**src/rtl/ddr3_top_ex_pattern_pkg.sv**
```systemverilog
// Shared types and helpers for the DDR3 example LFSR pattern controller.
// Provides the controller state enum, the LFSR width and the LFSR step.
package ddr3_top_ex_pattern_pkg;

   localparam int LFSR_W = 8;

   typedef enum logic [1:0] {
      IDLE,
      WRITE,
      READ,
      DONE
   } state_e;

   // x^8+x^4+x^3+x^2+1 Galois step
   function automatic logic [LFSR_W-1:0] lfsr8_next(
      input logic [LFSR_W-1:0] d
   );
      logic [LFSR_W-1:0] n;
      n[0] = d[7];
      n[1] = d[0];
      n[2] = d[1] ^ d[7];
      n[3] = d[2] ^ d[7];
      n[4] = d[3] ^ d[7];
      n[5] = d[4];
      n[6] = d[5];
      n[7] = d[6];
      return n;
   endfunction

endpackage

```
**src/rtl/ddr3_top_ex_pattern_chk.sv**
```systemverilog
// Read-data checker: regenerates the expected LFSR stream, counts
// mismatches (saturating) and flags a read-return timeout.
// Ports: clk_i/reset_i; clr_i clears err_count; load_i reloads seed_i
// and the idle counter; en_i qualifies rd_valid_i/rd_data_i;
// err_count_o is the mismatch count; tmo_o fires on the last idle cycle.
module ddr3_top_ex_pattern_chk
   import ddr3_top_ex_pattern_pkg::*;
#(
   parameter int ERR_W        = 8,
   parameter int TIMEOUT      = 1024,
   parameter int DEFAULT_SEED = 32
) (
   input  logic              clk_i,
   input  logic              reset_i,
   input  logic              clr_i,
   input  logic              load_i,
   input  logic [LFSR_W-1:0] seed_i,
   input  logic              en_i,
   input  logic              rd_valid_i,
   input  logic [LFSR_W-1:0] rd_data_i,
   output logic [ERR_W-1:0]  err_count_o,
   output logic              tmo_o
);

   localparam int IDLE_W = $clog2(TIMEOUT + 1);
   localparam logic [IDLE_W-1:0] IDLE_LAST = IDLE_W'(TIMEOUT - 1);
   localparam logic [LFSR_W-1:0] DEF_S = LFSR_W'(DEFAULT_SEED);

   logic [LFSR_W-1:0] exp_q;
   logic [ERR_W-1:0]  err_q;
   logic [IDLE_W-1:0] idle_q;

   assign err_count_o = err_q;
   assign tmo_o = en_i & ~rd_valid_i & (idle_q == IDLE_LAST);

   always_ff @(posedge clk_i) begin
      if (reset_i) begin
         exp_q  <= DEF_S;
         err_q  <= '0;
         idle_q <= '0;
      end else begin
         if (clr_i) begin
            err_q <= '0;
         end
         if (load_i) begin
            exp_q  <= seed_i;
            idle_q <= '0;
         end else if (en_i) begin
            if (rd_valid_i) begin
               if (rd_data_i != exp_q && err_q != '1) begin
                  err_q <= err_q + 1'b1;
               end
               exp_q  <= lfsr8_next(exp_q);
               idle_q <= '0;
            end else begin
               idle_q <= idle_q + 1'b1;
            end
         end
      end
   end

endmodule

```
**src/rtl/ddr3_top_ex_pattern_ctrl.sv**
```systemverilog
// Sequencer for the DDR3 example LFSR write/read-back pattern test.
// Ports: start_i/seed_i/num_beats_i launch a run; busy_o/done_o/pass_o/
// timeout_o/err_count_o report status; wr_* is the write beat stream,
// rd_cmd_* issues read commands, rd_valid_i/rd_data_i return read data.
module ddr3_top_ex_pattern_ctrl
   import ddr3_top_ex_pattern_pkg::*;
#(
   parameter int CNT_W        = 16,
   parameter int ERR_W        = 8,
   parameter int TIMEOUT      = 1024,
   parameter int DEFAULT_SEED = 32
) (
   input  logic              clk_i,
   input  logic              reset_i,
   input  logic              start_i,
   input  logic [LFSR_W-1:0] seed_i,
   input  logic [CNT_W-1:0]  num_beats_i,
   output logic              busy_o,
   output logic              done_o,
   output logic              pass_o,
   output logic              timeout_o,
   output logic [ERR_W-1:0]  err_count_o,
   output logic              wr_valid_o,
   output logic [LFSR_W-1:0] wr_data_o,
   input  logic              wr_ready_i,
   output logic              rd_cmd_valid_o,
   input  logic              rd_cmd_ready_i,
   input  logic              rd_valid_i,
   input  logic [LFSR_W-1:0] rd_data_i
);

   localparam logic [LFSR_W-1:0] DEF_S = LFSR_W'(DEFAULT_SEED);
   localparam logic [CNT_W-1:0]  ONE   = CNT_W'(1);

   state_e            state_q;
   logic              busy_q, done_q, pass_q, timeout_q;
   logic              wr_valid_q, rd_cmd_valid_q;
   logic [LFSR_W-1:0] seed_q, wr_lfsr_q;
   logic [CNT_W-1:0]  nb_q, wr_cnt_q, cmd_cnt_q, rcv_cnt_q;

   logic [LFSR_W-1:0] seed_d;
   logic wr_hs, wr_last, cmd_hs, rd_last;
   logic chk_clr, chk_load, chk_en, chk_tmo;

   // all-zero seed would lock the LFSR
   assign seed_d   = (seed_i == '0) ? DEF_S : seed_i;
   assign wr_hs    = wr_valid_q & wr_ready_i;
   assign wr_last  = wr_hs & (wr_cnt_q == nb_q - ONE);
   assign cmd_hs   = rd_cmd_valid_q & rd_cmd_ready_i;
   assign rd_last  = rd_valid_i & (rcv_cnt_q == nb_q - ONE);
   assign chk_clr  = (state_q == IDLE) & start_i;
   assign chk_load = (state_q == WRITE) & wr_last;
   assign chk_en   = (state_q == READ);

   ddr3_top_ex_pattern_chk #(
      .ERR_W        (ERR_W),
      .TIMEOUT      (TIMEOUT),
      .DEFAULT_SEED (DEFAULT_SEED)
   ) u_chk (
      .clk_i       (clk_i),
      .reset_i     (reset_i),
      .clr_i       (chk_clr),
      .load_i      (chk_load),
      .seed_i      (seed_q),
      .en_i        (chk_en),
      .rd_valid_i  (rd_valid_i),
      .rd_data_i   (rd_data_i),
      .err_count_o (err_count_o),
      .tmo_o       (chk_tmo)
   );

   always_ff @(posedge clk_i) begin
      if (reset_i) begin
         state_q        <= IDLE;
         busy_q         <= 1'b0;
         done_q         <= 1'b0;
         pass_q         <= 1'b0;
         timeout_q      <= 1'b0;
         wr_valid_q     <= 1'b0;
         rd_cmd_valid_q <= 1'b0;
         seed_q         <= DEF_S;
         wr_lfsr_q      <= DEF_S;
         nb_q           <= '0;
         wr_cnt_q       <= '0;
         cmd_cnt_q      <= '0;
         rcv_cnt_q      <= '0;
      end else begin
         done_q <= 1'b0;
         unique case (state_q)
            IDLE: begin
               if (start_i) begin
                  seed_q    <= seed_d;
                  nb_q      <= num_beats_i;
                  pass_q    <= 1'b0;
                  timeout_q <= 1'b0;
                  busy_q    <= 1'b1;
                  wr_cnt_q  <= '0;
                  wr_lfsr_q <= seed_d;
                  if (num_beats_i == '0) begin
                     state_q <= DONE;
                  end else begin
                     state_q    <= WRITE;
                     wr_valid_q <= 1'b1;
                  end
               end
            end
            WRITE: begin
               if (wr_hs) begin
                  wr_lfsr_q <= lfsr8_next(wr_lfsr_q);
                  wr_cnt_q  <= wr_cnt_q + ONE;
               end
               if (wr_last) begin
                  state_q        <= READ;
                  wr_valid_q     <= 1'b0;
                  rd_cmd_valid_q <= 1'b1;
                  cmd_cnt_q      <= '0;
                  rcv_cnt_q      <= '0;
               end
            end
            READ: begin
               if (cmd_hs) begin
                  cmd_cnt_q      <= cmd_cnt_q + ONE;
                  rd_cmd_valid_q <= (cmd_cnt_q + ONE) < nb_q;
               end
               if (rd_valid_i) begin
                  rcv_cnt_q <= rcv_cnt_q + ONE;
               end
               if (chk_tmo | rd_last) begin
                  state_q        <= DONE;
                  rd_cmd_valid_q <= 1'b0;
                  timeout_q      <= chk_tmo;
               end
            end
            DONE: begin
               // err_count already holds the final beat's compare here
               done_q  <= 1'b1;
               busy_q  <= 1'b0;
               pass_q  <= (err_count_o == '0) & ~timeout_q;
               state_q <= IDLE;
            end
            default: state_q <= IDLE;
         endcase
      end
   end

   assign busy_o         = busy_q;
   assign done_o         = done_q;
   assign pass_o         = pass_q;
   assign timeout_o      = timeout_q;
   assign wr_valid_o     = wr_valid_q;
   assign wr_data_o      = wr_lfsr_q;
   assign rd_cmd_valid_o = rd_cmd_valid_q;

endmodule

```
**config.mk**
```make
export PLATFORM = sky130hd
export DESIGN_NAME = ddr3_top_ex_pattern_ctrl
export DESIGN_NICKNAME = d
export VERILOG_FILES = /design/src/rtl/ddr3_top_ex_pattern_pkg.sv /design/src/rtl/ddr3_top_ex_pattern_chk.sv /design/src/rtl/ddr3_top_ex_pattern_ctrl.sv
export SDC_FILE = /design/constraint.sdc
export NUM_CORES = 1
export LEC_CHECK = 0
export ABC_AREA = 0
export CORE_MARGIN = 8
export CORE_UTILIZATION = 57
export CTS_BUF_LIST = sky130_fd_sc_hd__clkbuf_4
export DETAILED_ROUTE_END_ITERATION = 16
export HOLD_SLACK_MARGIN = 0.08
export PLACE_DENSITY = 0.79
export SETUP_SLACK_MARGIN = 0.05
export SLEW_MARGIN = 0
export SYNTH_ARGS = -nofsm -noshare
export SYNTH_HDL_FRONTEND = slang
export SYNTH_HIERARCHICAL = 1
export SYNTH_SLANG_ARGS = --single-unit
```
**constraint.sdc**
```tcl
create_clock -name clk_i -period 3.8 [get_ports clk_i]
set_clock_uncertainty 0.1 [all_clocks]
set_input_delay 0.76 -clock clk_i [delete_from_list [all_inputs] [get_ports clk_i]]
set_output_delay 0.76 -clock clk_i [all_outputs]
set_load 0.1 [all_outputs]
```
Yosys cells after proc, flatten, opt, wreduce, memory -nomap -nowiden

Index checks and enable logic that the tools add are counted.

Logic and storage cells: 120
Output and inout port bits: 22
Bits in latches: 0
Memories: 0
Register bits: 115
Bits in read-only memories: 0
Bits of input ports: 38
Memory bits (writable): 0

Bitwise gates (word level): 18
Eq/ne operators: 16
Divide/modulo/power cells: 0
$mul: 0
$add $sub $neg: 6
Magnitude comparators: 1
Mux-type cells: 41
Reductions and logical operators: 22
Shift operators: 0

Operator list:

| cell                                                  | count |
|---|---|
| one-hot mux 16 bit (2 select lines)                   | 3 |
| 2-to-1 mux 8 bit                                      | 11 |
| 2-to-1 mux 16 bit                                     | 5 |
| adder 16 x 1 -> 16 bit, second input constant         | 3 |
| equality test 16 bit                                  | 2 |
| AND reduction 3 bit                                   | 6 |
| logical NOT 16 bit                                    | 1 |
| logical NOT 8 bit                                     | 2 |
| < comparator 16 bit                                   | 1 |
| one-hot mux 8 bit (2 select lines)                    | 1 |
| subtractor 16 x 1 -> 16 bit, second input constant    | 1 |
| inequality test 2 bit, second input constant          | 7 |
| nonzero test 2 bit                                    | 6 |
| adder 11 x 1 -> 11 bit, second input constant         | 1 |
| equality test 11 x 10 -> 1 bit, second input constant | 1 |
| 2-to-1 mux 11 bit                                     | 1 |
| 2-to-1 mux 1 bit                                      | 10 |
| one-hot mux 1 bit (2 select lines)                    | 5 |
| AND 1 bit                                             | 9 |
| adder 8 x 1 -> 8 bit, second input constant           | 1 |
| 2-to-1 mux 2 bit                                      | 4 |
| inequality test 8 bit                                 | 1 |
| inequality test 8 bit, second input constant          | 1 |
| one-hot mux 2 bit (4 select lines)                    | 1 |
| 11 further kinds                                      | 20 |

Depth between registers and ports, before layout

Word-level depth: 7
Mapped depth: 15
Gate-level depth less buffers: 14

Cells and area by module

The synthesis kept the hierarchy.

Modules (own cells, without submodules):

| module                   | sequential area each (µm²) | instances | cells an instance | area an instance (µm²) |
|---|---|---|---|---|
| ddr3_top_ex_pattern_ctrl | 1761.7                     | 1         | 710               | 5714.2 |
| ddr3_top_ex_pattern_chk  | 540.5                      | 1         | 181               | 1442.6 |

Worst setup path after synthesis

No wires, ideal clock.

Path kind: register to register
Start: register wr_valid_q, in the netlist wr_valid_o
End: register u_chk.err_q[3], in the netlist u_chk/err_count_o[3]
Library setup time: 0.089 ns
Cell stages (with the launch flop): 13
Path buffers: 2
Path slack: 0.358 ns
Data arrival time: 3.253 ns
Data required time: 3.611 ns
Period minus slack after synthesis: 3.442 ns
Path through: dfxtp_1 -> nand2_1 -> nor3_1 -> nand3_1 -> a2111oi_2 -> o2111ai_1 -> nor4_1 -> clkbuf_1 -> a311oi_1 -> a21boi_2 -> or2_1 -> buf_6 -> a311oi_2

Cells in the longest elaborated chain, start to end: 4

Ends and longest elaborated chain:

| what                   | line                            | source |
|---|---|---|
| from (decl)            | ddr3_top_ex_pattern_ctrl.sv:37  | `logic wr_valid_q, rd_cmd_valid_q;` |
| from (signal assigned) | ddr3_top_ex_pattern_ctrl.sv:79  | `wr_valid_q <= 1'b0;` |
| from (signal assigned) | ddr3_top_ex_pattern_ctrl.sv:103 | `wr_valid_q <= 1'b1;` |
| from (signal assigned) | ddr3_top_ex_pattern_ctrl.sv:114 | `wr_valid_q <= 1'b0;` |
| AND 1 bit              | ddr3_top_ex_pattern_ctrl.sv:47  | `assign wr_hs = wr_valid_q & wr_ready_i;` |
| AND 1 bit              | ddr3_top_ex_pattern_ctrl.sv:48  | `assign wr_last = wr_hs & (wr_cnt_q == nb_q - ONE);` |
| AND 1 bit              | ddr3_top_ex_pattern_ctrl.sv:52  | `assign chk_load = (state_q == WRITE) & wr_last;` |
| net chk_load           | ddr3_top_ex_pattern_ctrl.sv:43  | `logic chk_clr, chk_load, chk_en, chk_tmo;` |
| 2-to-1 mux 8 bit       | ddr3_top_ex_pattern_chk.sv:45   | `if (load_i) begin` |
| to (signal assigned)   | ddr3_top_ex_pattern_chk.sv:51   | `err_q <= err_q + 1'b1;` |
| to (decl)              | ddr3_top_ex_pattern_chk.sv:30   | `logic [ERR_W-1:0] err_q;` |

The timed path passes the listed nets, and every way through them passes these cells.
A chain may end at the register's enable or synchronous reset.

Worst setup path in the final report

Start: register cmd_cnt_q[2]
End: register rd_cmd_valid_q, in the netlist rd_cmd_valid_o

Cells in the longest elaborated chain, start to end: 5

Ends and longest elaborated chain:

| what                               | line                            | source |
|---|---|---|
| from (decl)                        | ddr3_top_ex_pattern_ctrl.sv:39  | `logic [CNT_W-1:0] nb_q, wr_cnt_q, cmd_cnt_q, rcv_cnt_q;` |
| from (signal assigned)             | ddr3_top_ex_pattern_ctrl.sv:122 | `cmd_cnt_q <= cmd_cnt_q + ONE;` |
| adder 16 x 1 -> 16 bit             | ddr3_top_ex_pattern_ctrl.sv:123 | `rd_cmd_valid_q <= (cmd_cnt_q + ONE) < nb_q;` |
| < comparator 16 bit                | ddr3_top_ex_pattern_ctrl.sv:123 |  |
| 2-to-1 mux 1 bit                   | ddr3_top_ex_pattern_ctrl.sv:121 | `if (cmd_hs) begin` |
| 2-to-1 mux 1 bit                   | ddr3_top_ex_pattern_ctrl.sv:128 | `if (chk_tmo \| rd_last) begin` |
| one-hot mux 1 bit (2 select lines) | ddr3_top_ex_pattern_ctrl.sv:89  | `unique case (state_q)` |
| to (signal assigned)               | ddr3_top_ex_pattern_ctrl.sv:123 |  |
| to (decl)                          | ddr3_top_ex_pattern_ctrl.sv:37  |  |

Every way passes these cells. The select of a mux whose other input is x is not followed.

==> summary.md <==
| Metric | Value |
|---|---|
| Outcome | `completed` |
| CP Max Fanout | `5` |
| Residual DRC | `0` |
| Core Footprint | `0.0124 sq mm` |
| Pre-CTS WS | `0.267 ns` |
| Area delta synth->final | `13.9%` |
| Setup-failing EPs final | `0` |
| Post-route setup slack | `0.284 ns` |
| CTS max path bufs | `2` |
| DIE AREA | `0.0164 sq mm` |
| Die Wd | `128 microns` |
| Seq/Total Area, Yosys | `32.2%` |
| Synth Register Bits | `115` |
| Final Hold Viols | `0` |
| Worst VDD drop | `0.336 mV` |
| Crit. End Element | `flop` |
| Fraction of layout cells with a size suffix above 1 | `9.21%` |
| First-pass GRT wire length | `31,100 microns` |
| Power share of the clock group | `19.5%` |
| Largest net degree at the start of global routing | `35` |
| Largest stage delay, worst path | `0.43 ns` |
| Largest delay share family, worst path | `simple AND/OR/NAND/NOR gates` |
| Comb power frac | `47.4%` |
| WS Path Type | `flop to flop` |
| Cell internal pwr | `2.43 mW` |
| Ys flop type | `dfxtp_1` |
| FP Rows | `41` |
| CTS Buf Count | `17` |
| Worst-Margin Slew | `0.995 ns` |
| Slew HR | `33.5%` |
| Worst Path Arrival | `3.89 ns` |
| Max-cap violations | `0` |
| Slowest stage cell, crit path | `dfxtp_1` |
| Leak | `2.94 nW` |
| Routed vias/inst | `5.94` |
| Highest metal used | `met4` |
| Power, Total | `4.52 mW` |
| Bufs and invs on worst path | `0` |
| Highest Clock Rate | `284 MHz` |
| Synth area leader | `dfxtp_1` |
| Top cell type's share of synthesized area | `32.2%` |
| Vias | `6,633` |
| I/O Buffers | `59` |
| Commonest non-fill, non-tap cell in the layout | `dfxtp_1` |
| Initial antenna violation count | `0` |
| Routed wire length | `18,700 microns` |
| Commonest non-fill, non-tap cells in the layout | `dfxtp_1, nand2_1, a21oi_1` |
| Number of global-route vias before repair | `6,294` |
| Avg Cell Area, Syn | `8.03 sq um` |
| CTS tree | `built` |
| Reg2reg setup slack | `0.28 ns` |
| Seq pwr share | `33.1%` |
| Synth area leaders | `dfxtp_1, nand2_1, a21oi_1` |
| Syn. warnings | `6` |
| PwrDens | `555 mW/mm^2` |
| Initial Utilization | `57.6%` |
| Fraction of registers with async set/reset | `0%` |
| Antenna cells | `0` |
| Wl on met1 | `7960 microns` |
| Initial DRT Pass Iterations | `5` |
| Fin crit period | `3.52 ns` |
| NetSw | `2.09 mW` |
| Sw Share | `46.2%` |
| Slew Viols, Final | `0` |
| Fin nets | `995` |
| Initial DRC count | `606` |
| Global route overflow | `0` |
| CP startpoint kind | `flop` |
| Clk Tree Root Cell | `clkbuf_4` |
| Post-synthesis cell type count | `76` |
| GPL Wtd Cong | `0.953` |
| RSZ-0062 raised after global routing | `no` |
| Syn Std Cell Area | `0.00716 sq mm` |
| H-Tree Depth | `4` |
| Clock latency on the worst-skew pair | `0.54 ns` |
| Hold Path Class | `flop to flop` |
| HPWL Detailed | `14,000 microns` |
| Critical Path, Cell by Cell | `and3_2 > and3_1 > and3_1 > nand3_2 > nor2_1 > xor2_1 > ha_1 > nand4_1 > nor2_1 > a211oi_1 > o2111ai_1 > a31o_2 > o21ai_0 > o2bb2ai_1` |
| Post-Syn Instances | `891` |
| Remaining antenna violation count | `0` |
| Reg clk slew, reported paths | `0.11 ns` |
| Worst Path Required | `4.17 ns` |
| Clock Sinks | `115` |
| Final setup TNS | `0 ns` |
| Fin crit share | `92.5%` |
| Met2 wire len | `8660 microns` |
| Post-synth EDFFs | `0` |
| Routed length on met3 | `1410 microns` |
| # IOs | `60` |
| Routed WL per cell | `16.7 microns` |
| Cts hold-fix bufs | `0` |
| Die height | `128 microns` |
| GRT Util Overall | `23.6%` |
| Syn Nets | `954` |
## registers in the layout (all words and copies together) (netlist names)
signal and flops:
cmd_cnt_q 16, nb_q 16, rcv_cnt_q 16, wr_cnt_q 16
u_chk/idle_q 11, seed_q 8, u_chk/err_count_o 8, u_chk/exp_q 8
wr_data_o 8, state_q 2, busy_o 1, done_o 1
pass_o 1, rd_cmd_valid_o 1, timeout_o 1, wr_valid_o 1
## routing by layer
| layer | vias to the layer above | global-route usage [%] |
|---|---|---|
| met4 | 0 | 11.3 |
| met5 | - | 0 |
| met1 | 3079 | 29.7 |
| li1 | 3259 | - |
| met2 | 251 | 37.1 |
| met3 | 44 | 5.82 |
## power by group through the flow
stage	Clock [mW]	Combinational (mW)	Sequential, mW
2_1_floorplan	0	1.34	1.79
3_3_place_gp	0	2.08	1.52
3_5_place_dp	0	2.11	1.52
4_1_cts	0.902	2.12	1.49
5_1_grt	0.960	2.31	1.51
6_report	0.881	2.14	1.49
## cells by family (layout without fill, tap and decap cells)
kind of cell    after synthesis  count (layout)  synth area share (%)
mux                           7               7                 0.979
simple gates                356             356                  26.4
flops                       115             115                  32.2
xor+xnor                     93              93                  12.3
fa+ha+maj                    25              25                  4.37
compound gates              202             202                  18.4
buf+inv                      93             147                  5.47
## cells in the mapped netlist, types with 3 or more instances
| cell type | n |
|---|---|
| nor3_1 | 26 |
| buf_1 | 6 |
| nand3_1 | 28 |
| a21o_1 | 5 |
| nor3b_1 | 4 |
| a32o_1 | 6 |
| nor4_1 | 12 |
| nand2_1 | 112 |
| inv_1 | 35 |
| and2_1 | 5 |
| nand4_1 | 18 |
| or3_1 | 19 |
| o31a_1 | 4 |
| xnor2_1 | 43 |
| and3_1 | 15 |
| buf_6 | 4 |
| ha_1 | 25 |
| dfxtp_1 | 115 |
| o2111ai_1 | 4 |
| nand2b_1 | 7 |
| mux2i_1 | 7 |
| a211oi_1 | 10 |
| o21ai_0 | 28 |
| xnor3_1 | 4 |
| nor4_2 | 3 |
| nand4b_1 | 7 |
| nor2_1 | 60 |
| o211ai_1 | 8 |
| xor2_1 | 45 |
| or4_1 | 8 |
| buf_2 | 7 |
| o41ai_1 | 3 |
| o31ai_1 | 13 |
| or4b_4 | 3 |
| a21oi_1 | 81 |
| o21ai_1 | 5 |
| nor2b_1 | 7 |
| a31oi_1 | 8 |
| and4_1 | 3 |
| a21oi_2 | 4 |
| clkbuf_1 | 39 |
## path summary, 6_finish.rpt
kind                             start                           to  cells after the start
max          cmd_cnt_q[2]$_SDFFE_PP0P_  rd_cmd_valid_o$_SDFFE_PP0P_                     14
min             seed_q[4]$_SDFFE_PP0P_       seed_q[4]$_SDFFE_PP0P_                      2
max reg2reg  cmd_cnt_q[2]$_SDFFE_PP0P_  rd_cmd_valid_o$_SDFFE_PP0P_                     14
min reg2reg     seed_q[4]$_SDFFE_PP0P_       seed_q[4]$_SDFFE_PP0P_                      2
## layout make-up
cell class	count	area, sq um
multi-input combinational	683	4490
fill	1107	4270
sequential	115	2300
timing repair buffer	79	733
tap	172	215
clock inverter	14	136
clock buffer	18	135
inverter	36	135
## tightest hold or removal path: stages, from the launching register on
cell and delay, ns:
dfxtp_1 0.33, nand2_1 0.05, a21oi_1 0.05
## through the flow
step | area, sq um | hold WS [ns] | utilization (%) | cells
3_5_place_dp | 7860 | 0.352 | 63.3 | 1085
2_1_floorplan | 7160 | 0.336 | - | 891
6_report | 8150 | 0.367 | 65.6 | 1117
3_3_place_gp | 7860 | 0.351 | 63.3 | 1085
4_1_cts | 8130 | 0.367 | 65.5 | 1117
5_1_grt | 8150 | 0.390 | 65.6 | 1117
## what timing repair did
action	4_1_cts	5_1_grt
buffers inserted	0	0
endpoints found under the setup margin	0	10
resized for setup	0	5
Power figures use the tool's default switching activity.
